[config.mk]
export PLATFORM = sky130hd
export DESIGN_NAME = axi4_lite_slave_regfile
export DESIGN_NICKNAME = d
export VERILOG_FILES = /design/src/rtl/axi4_lite_slave_regfile.sv
export SDC_FILE = /design/constraint.sdc
export NUM_CORES = 1
export LEC_CHECK = 0
export ABC_AREA = 1
export ABC_CLOCK_PERIOD_IN_PS = 4500
export CAP_MARGIN = 20
export CELL_PAD_IN_SITES_DETAIL_PLACEMENT = 0
export CELL_PAD_IN_SITES_GLOBAL_PLACEMENT = 1
export CORE_ASPECT_RATIO = 1.75
export CORE_MARGIN = 2
export CORE_UTILIZATION = 49
export CTS_BUF_LIST = sky130_fd_sc_hd__clkbuf_2 sky130_fd_sc_hd__clkbuf_4 sky130_fd_sc_hd__clkbuf_8
export CTS_CLUSTER_DIAMETER = 30
export CTS_CLUSTER_SIZE = 28
export DETAILED_ROUTE_END_ITERATION = 6
export PLACE_DENSITY = 0.84
export SLEW_MARGIN = 20
export SYNTH_ARGS = -nofsm -noshare
export SYNTH_HDL_FRONTEND = slang
export SYNTH_SLANG_ARGS = --single-unit
[constraint.sdc]
create_clock -name aclk -period 4.5 [get_ports aclk]
set_input_delay 0.9 -clock aclk [delete_from_list [all_inputs] [get_ports aclk]]
set_output_delay 0.9 -clock aclk [all_outputs]
set_load 0.05 [all_outputs]
[src/rtl/axi4_lite_slave_regfile.sv]
// AXI4-Lite register file: NUM_REGS x 32-bit registers, independent write (AW/W in any order) and read FSMs,
// one outstanding transaction per direction; response 1 cycle after the last handshake, held until bready/rready.
module axi4_lite_slave_regfile #(
  parameter int ADDR_WIDTH = 32,
  parameter int DATA_WIDTH = 32,
  parameter int NUM_REGS   = 16
) (
  input  logic                      aclk,
  input  logic                      aresetn,
  input  logic [ADDR_WIDTH-1:0]     awaddr,
  input  logic [2:0]                awprot,
  input  logic                      awvalid,
  output logic                      awready,
  input  logic [DATA_WIDTH-1:0]     wdata,
  input  logic [DATA_WIDTH/8-1:0]   wstrb,
  input  logic                      wvalid,
  output logic                      wready,
  output logic [1:0]                bresp,
  output logic                      bvalid,
  input  logic                      bready,
  input  logic [ADDR_WIDTH-1:0]     araddr,
  input  logic [2:0]                arprot,
  input  logic                      arvalid,
  output logic                      arready,
  output logic [DATA_WIDTH-1:0]     rdata,
  output logic [1:0]                rresp,
  output logic                      rvalid,
  input  logic                      rready
);

  localparam int IDX_W = $clog2(NUM_REGS);
  localparam int LANES = DATA_WIDTH / 8;

  typedef enum logic [1:0] {W_IDLE, W_WAIT_DATA, W_WAIT_ADDR, W_RESP} wstate_t;
  typedef enum logic       {R_IDLE, R_DATA} rstate_t;

  wstate_t r_wstate, w_wstate_nxt;
  rstate_t r_rstate, w_rstate_nxt;

  logic                    r_en;
  logic [DATA_WIDTH-1:0]   r_regs [NUM_REGS];
  logic [ADDR_WIDTH-1:0]   r_awaddr;
  logic [DATA_WIDTH-1:0]   r_wdata;
  logic [LANES-1:0]        r_wstrb;
  logic [1:0]              r_bresp;
  logic [DATA_WIDTH-1:0]   r_rdata;
  logic [1:0]              r_rresp;

  logic                    w_aw_hs, w_w_hs, w_ar_hs, w_commit;
  logic [ADDR_WIDTH-1:0]   w_wr_addr;
  logic [DATA_WIDTH-1:0]   w_wr_data;
  logic [LANES-1:0]        w_wr_strb;
  logic                    w_wr_oor, w_rd_oor;
  logic [IDX_W-1:0]        w_wr_idx, w_rd_idx;
  logic                    w_unused;

  assign w_unused = ^{awprot, arprot, awaddr[1:0], araddr[1:0], r_awaddr[1:0]};

  assign w_aw_hs = awvalid && awready;
  assign w_w_hs  = wvalid && wready;
  assign w_ar_hs = arvalid && arready;

  assign w_commit = (r_wstate == W_IDLE      && w_aw_hs && w_w_hs) ||
                    (r_wstate == W_WAIT_DATA && w_w_hs) ||
                    (r_wstate == W_WAIT_ADDR && w_aw_hs);

  // Whichever half arrived earlier comes from its holding register.
  assign w_wr_addr = (r_wstate == W_WAIT_DATA) ? r_awaddr : awaddr;
  assign w_wr_data = (r_wstate == W_WAIT_ADDR) ? r_wdata  : wdata;
  assign w_wr_strb = (r_wstate == W_WAIT_ADDR) ? r_wstrb  : wstrb;

  assign w_wr_idx = w_wr_addr[2 +: IDX_W];
  assign w_rd_idx = araddr[2 +: IDX_W];
  assign w_wr_oor = (w_wr_addr >> (IDX_W + 2)) != '0;
  assign w_rd_oor = (araddr >> (IDX_W + 2)) != '0;

  always_ff @(posedge aclk or negedge aresetn) begin
    if (!aresetn) begin
      r_en     <= 1'b0;
      r_wstate <= W_IDLE;
      r_rstate <= R_IDLE;
    end else begin
      r_en     <= 1'b1;
      r_wstate <= w_wstate_nxt;
      r_rstate <= w_rstate_nxt;
    end
  end

  always_comb begin
    w_wstate_nxt = r_wstate;
    case (r_wstate)
      W_IDLE: begin
        if (w_aw_hs && w_w_hs) w_wstate_nxt = W_RESP;
        else if (w_aw_hs)      w_wstate_nxt = W_WAIT_DATA;
        else if (w_w_hs)       w_wstate_nxt = W_WAIT_ADDR;
      end
      W_WAIT_DATA: if (w_w_hs)  w_wstate_nxt = W_RESP;
      W_WAIT_ADDR: if (w_aw_hs) w_wstate_nxt = W_RESP;
      W_RESP:      if (bready)  w_wstate_nxt = W_IDLE;
      default:                  w_wstate_nxt = W_IDLE;
    endcase
  end

  always_comb begin
    w_rstate_nxt = r_rstate;
    case (r_rstate)
      R_IDLE:  if (w_ar_hs) w_rstate_nxt = R_DATA;
      R_DATA:  if (rready)  w_rstate_nxt = R_IDLE;
      default:              w_rstate_nxt = R_IDLE;
    endcase
  end

  always_comb begin
    awready = r_en && (r_wstate == W_IDLE || r_wstate == W_WAIT_ADDR);
    wready  = r_en && (r_wstate == W_IDLE || r_wstate == W_WAIT_DATA);
    bvalid  = (r_wstate == W_RESP);
    arready = r_en && (r_rstate == R_IDLE);
    rvalid  = (r_rstate == R_DATA);
  end

  assign bresp = r_bresp;
  assign rdata = r_rdata;
  assign rresp = r_rresp;

  always_ff @(posedge aclk or negedge aresetn) begin
    if (!aresetn) begin
      r_awaddr <= '0;
      r_wdata  <= '0;
      r_wstrb  <= '0;
      r_bresp  <= 2'b00;
      r_rdata  <= '0;
      r_rresp  <= 2'b00;
      for (int i = 0; i < NUM_REGS; i++) r_regs[i] <= '0;
    end else begin
      if (w_aw_hs) r_awaddr <= awaddr;
      if (w_w_hs) begin
        r_wdata <= wdata;
        r_wstrb <= wstrb;
      end
      if (w_commit) begin
        r_bresp <= w_wr_oor ? 2'b10 : 2'b00;
        if (!w_wr_oor) begin
          for (int i = 0; i < LANES; i++)
            if (w_wr_strb[i]) r_regs[w_wr_idx][8*i +: 8] <= w_wr_data[8*i +: 8];
        end
      end
      // Non-blocking read of r_regs gives the pre-write value on a same-edge collision.
      if (w_ar_hs) begin
        r_rdata <= w_rd_oor ? '0 : r_regs[w_rd_idx];
        r_rresp <= w_rd_oor ? 2'b10 : 2'b00;
      end
    end
  end

endmodule

==> flow_metrics.env <==
export IMPL_vdd_ir_drop_max_mv=0.5065
export IMPL_ys_seq_elements=616
export IMPL_yosysSeqAreaShare=0.5041
export IMPL_grt_busiest_layer="met2"
export IMPL_grt_ovfl_total=0
export IMPL_wl_microns=102600
export IMPL_grt_setup_unrepaired="false"
export IMPL_startpoint_type="flip-flop"
export IMPL_yosys_top_cells_area="dfrtp_1, nand2_1, nand4_1"
export IMPL_htreeDepth=3
export IMPL_die_area_sq_um=64500
export IMPL_drt_iter0_markers=2456
export IMPL_setup_viol=0
export IMPL_clkPwrFrac=0.363
export IMPL_insertion_delay_ns=0.74
export IMPL_place_ws_ns=0.7117
export IMPL_final_common_cell="nand2_1"
export IMPL_fp_dieW_microns=192.8
export IMPL_num_rows=121
export IMPL_dp_hpwl_microns=63460
export IMPL_synth_top_area_cell="dfrtp_1"
export IMPL_p_int_w=0.01034
export IMPL_finalWorstSetupSlack_ns=0.7188
export IMPL_cts_tree="done"
export IMPL_met3_usage=0.03810
export IMPL_io_buffers=141
export IMPL_critical_path_endpoint_type="output pin"
export IMPL_netlist_instances=3969
export IMPL_setup_tns_ns=0
export IMPL_cts_made_buffers=97
export IMPL_area_growth_syn_to_layout_pct=16.33
export IMPL_cp_slowest_cell="clkdlybuf4s50_1"
export IMPL_gp_congestion=0.8323
export IMPL_via_per_inst=5.834
export IMPL_fp_coreArea_sq_um=61920
export IMPL_place_area_sq_um=33080
export IMPL_grt_pass1_wl_microns=161200
export IMPL_whs_ns=0.1499
export IMPL_antenna_found_initial=1
export IMPL_drc=0
export IMPL_most_common_layout_cells="nand2_1, dfrtp_1, nand4_1"
export IMPL_total_power_w=0.01660
export IMPL_status="finished clean"
export IMPL_grt_usage=0.3240
export IMPL_crit_fanout=22
export IMPL_syn_area_sq_um=30580
export IMPL_seqPwrFrac=0.359
export IMPL_wire_per_inst_microns=20.94
export IMPL_finalHoldViolCount=0
export IMPL_fin_area_sq_um=35570
export IMPL_drv_cap=0
export IMPL_die_y_microns=334.5
export IMPL_slew_headroom=0.3001
export IMPL_final_max_slew_viol_count=0
export IMPL_synth_top_area_frac=0.5041
export IMPL_critPathRequiredTime_ns=3.60
export IMPL_synth_distinct_cells=25
export IMPL_worstPathArrival_ns=2.88
export IMPL_grt_max_degree=115
export IMPL_root_buffer="clkbuf_8"
export IMPL_finalCritPeriodShare=0.8403
export IMPL_cp_cell_sequence="inv_1, ha_2, nor2_1, nor2_1, clkdlybuf4s50_1"
export IMPL_yosys_warnings=0
export IMPL_firstDrtPassIters=5
export IMPL_hp_class="in2async"
export IMPL_p_sw_w=0.006263
export IMPL_cts_hold_buf=0
export IMPL_critPathMaxStageDelay_ns=0.83
export IMPL_crit_top_cell="nor2_1"
export IMPL_grt_pass1_vias=27990
export IMPL_start_util=0.4938
export IMPL_gr_usage_met1=0.4121
export IMPL_critical_path_class="reg2out"
export IMPL_p_leak_nw=17.25
export IMPL_drive_above_1_share=0.09415
export IMPL_worst_pin_slew_ns=1.050
export IMPL_cts_resized=0
export IMPL_io_pin_count=154
export IMPL_r2r_cells=10
export IMPL_ant_nets=0
export IMPL_fin_skew_ns=0.04361
export IMPL_max_freq_mhz=264.5
export IMPL_fin_nets=4133
export IMPL_cts_sinks=616
export IMPL_swShare=0.3773
export IMPL_power_frac_comb=0.278
export IMPL_clk_path_buf_depth=3
export IMPL_use_met2=0.5430
export IMPL_period_minus_slack_ns=3.781
export IMPL_path_clk_slew_ns=0.06
export IMPL_vias=28590
export IMPL_p_per_area_nw_per_um2=466.7
export IMPL_syn_avg_cell_area_sq_um=7.704
export IMPL_post_cts_setup_buffers=0
==> logic make-up (layout without fill, tap and decap cells) <==
| family | Yosys count | count (layout) | share of synthesized area |
|---|---|---|---|
| and+or+nand+nor | 2315 | 2315 | 0.3301 |
| AOI/OAI and AO/OA | 629 | 629 | 0.1093 |
| DFF | 616 | 616 | 0.5041 |
| buffers and inverters | 403 | 533 | 0.05454 |
| adders and majority gates | 4 | 4 | 0.001637 |
| other | 2 | 4 | 0.0002456 |
==> cells in the mapped netlist, drive strengths merged <==
master / instances
nor2: 52
dfrtp: 616
nand2: 1591
nand4: 387
conb: 2
clkbuf: 215
a21oi: 286
or2: 9
nor3b: 1
ha: 4
clkinv: 2
inv: 63
nor3: 21
o21ai: 265
nand3: 251
buf: 123
a22oi: 78
nor4: 3
==> final cells by class <==
class	count	area, sq um
clock inverters	58	818.3
multi-input cells	2951	13660
well taps	799	999.7
flip-flops and latches	616	15410
inverters	65	255.2
fillers	5948	26350
clock buffers	125	1670
repair buffers	285	2755
diodes	1	2.502
==> final timing paths <==
path | from | to | slack, ns
max in group asynchronous | aresetn | r_regs[505] | 3.26
min in group aclk | r_awaddr[3] | r_awaddr[3] | 0.47
hold reg to reg | r_awaddr[3] | r_awaddr[3] | 0.47
setup / recovery | r_wstate[0] | awready | 0.72
setup reg to reg | r_wstate[1] | r_regs[66] | 1.04
hold / removal | aresetn | r_wdata[11] | 0.15
==> layer usage <==
metal / routed length, microns / share of wire
met1: 40980 / 0.40
met2: 51100 / 0.50
met3: 5446 / 0.053
met4: 5106 / 0.050
met5: 0 / 0
==> critical path: cells and delay by family (launching register included) <==
family	cells	cell delay [ns]
flip-flops	1	0.41
adder cells (fa/ha/maj)	1	0.50
buffers and inverters	2	0.94
AND/OR/NAND/NOR	2	0.30
==> flip-flops by register name, summed over array words and instances (netlist names) <==
register	flops
r_wdata	32
rresp	1
r_awaddr	30
r_en	1
bresp	1
r_regs	512
rvalid	1
r_wstrb	4
r_wstate	2
rdata	32
==> power by group through the flow <==
stage / sequential, W / clock [W] / combinational, W
2_1_floorplan: 0.00603 / 0 / 0.00256
3_3_place_gp: 0.00605 / 0 / 0.00451
3_5_place_dp: 0.00606 / 0 / 0.00452
4_1_cts: 0.00596 / 0.00612 / 0.00453
5_1_grt: 0.00600 / 0.00636 / 0.00490
6_report: 0.00596 / 0.00603 / 0.00461
==> through the flow <==
step / cells / util
after CTS: 4899 / 0.5745
after floorplan: 3970 / -
after detailed placement: 4716 / 0.5343
final: 4900 / 0.5745
after global routing: 4900 / 0.5745
after global placement: 4716 / 0.5343
Power figures use the tool's default switching activity.
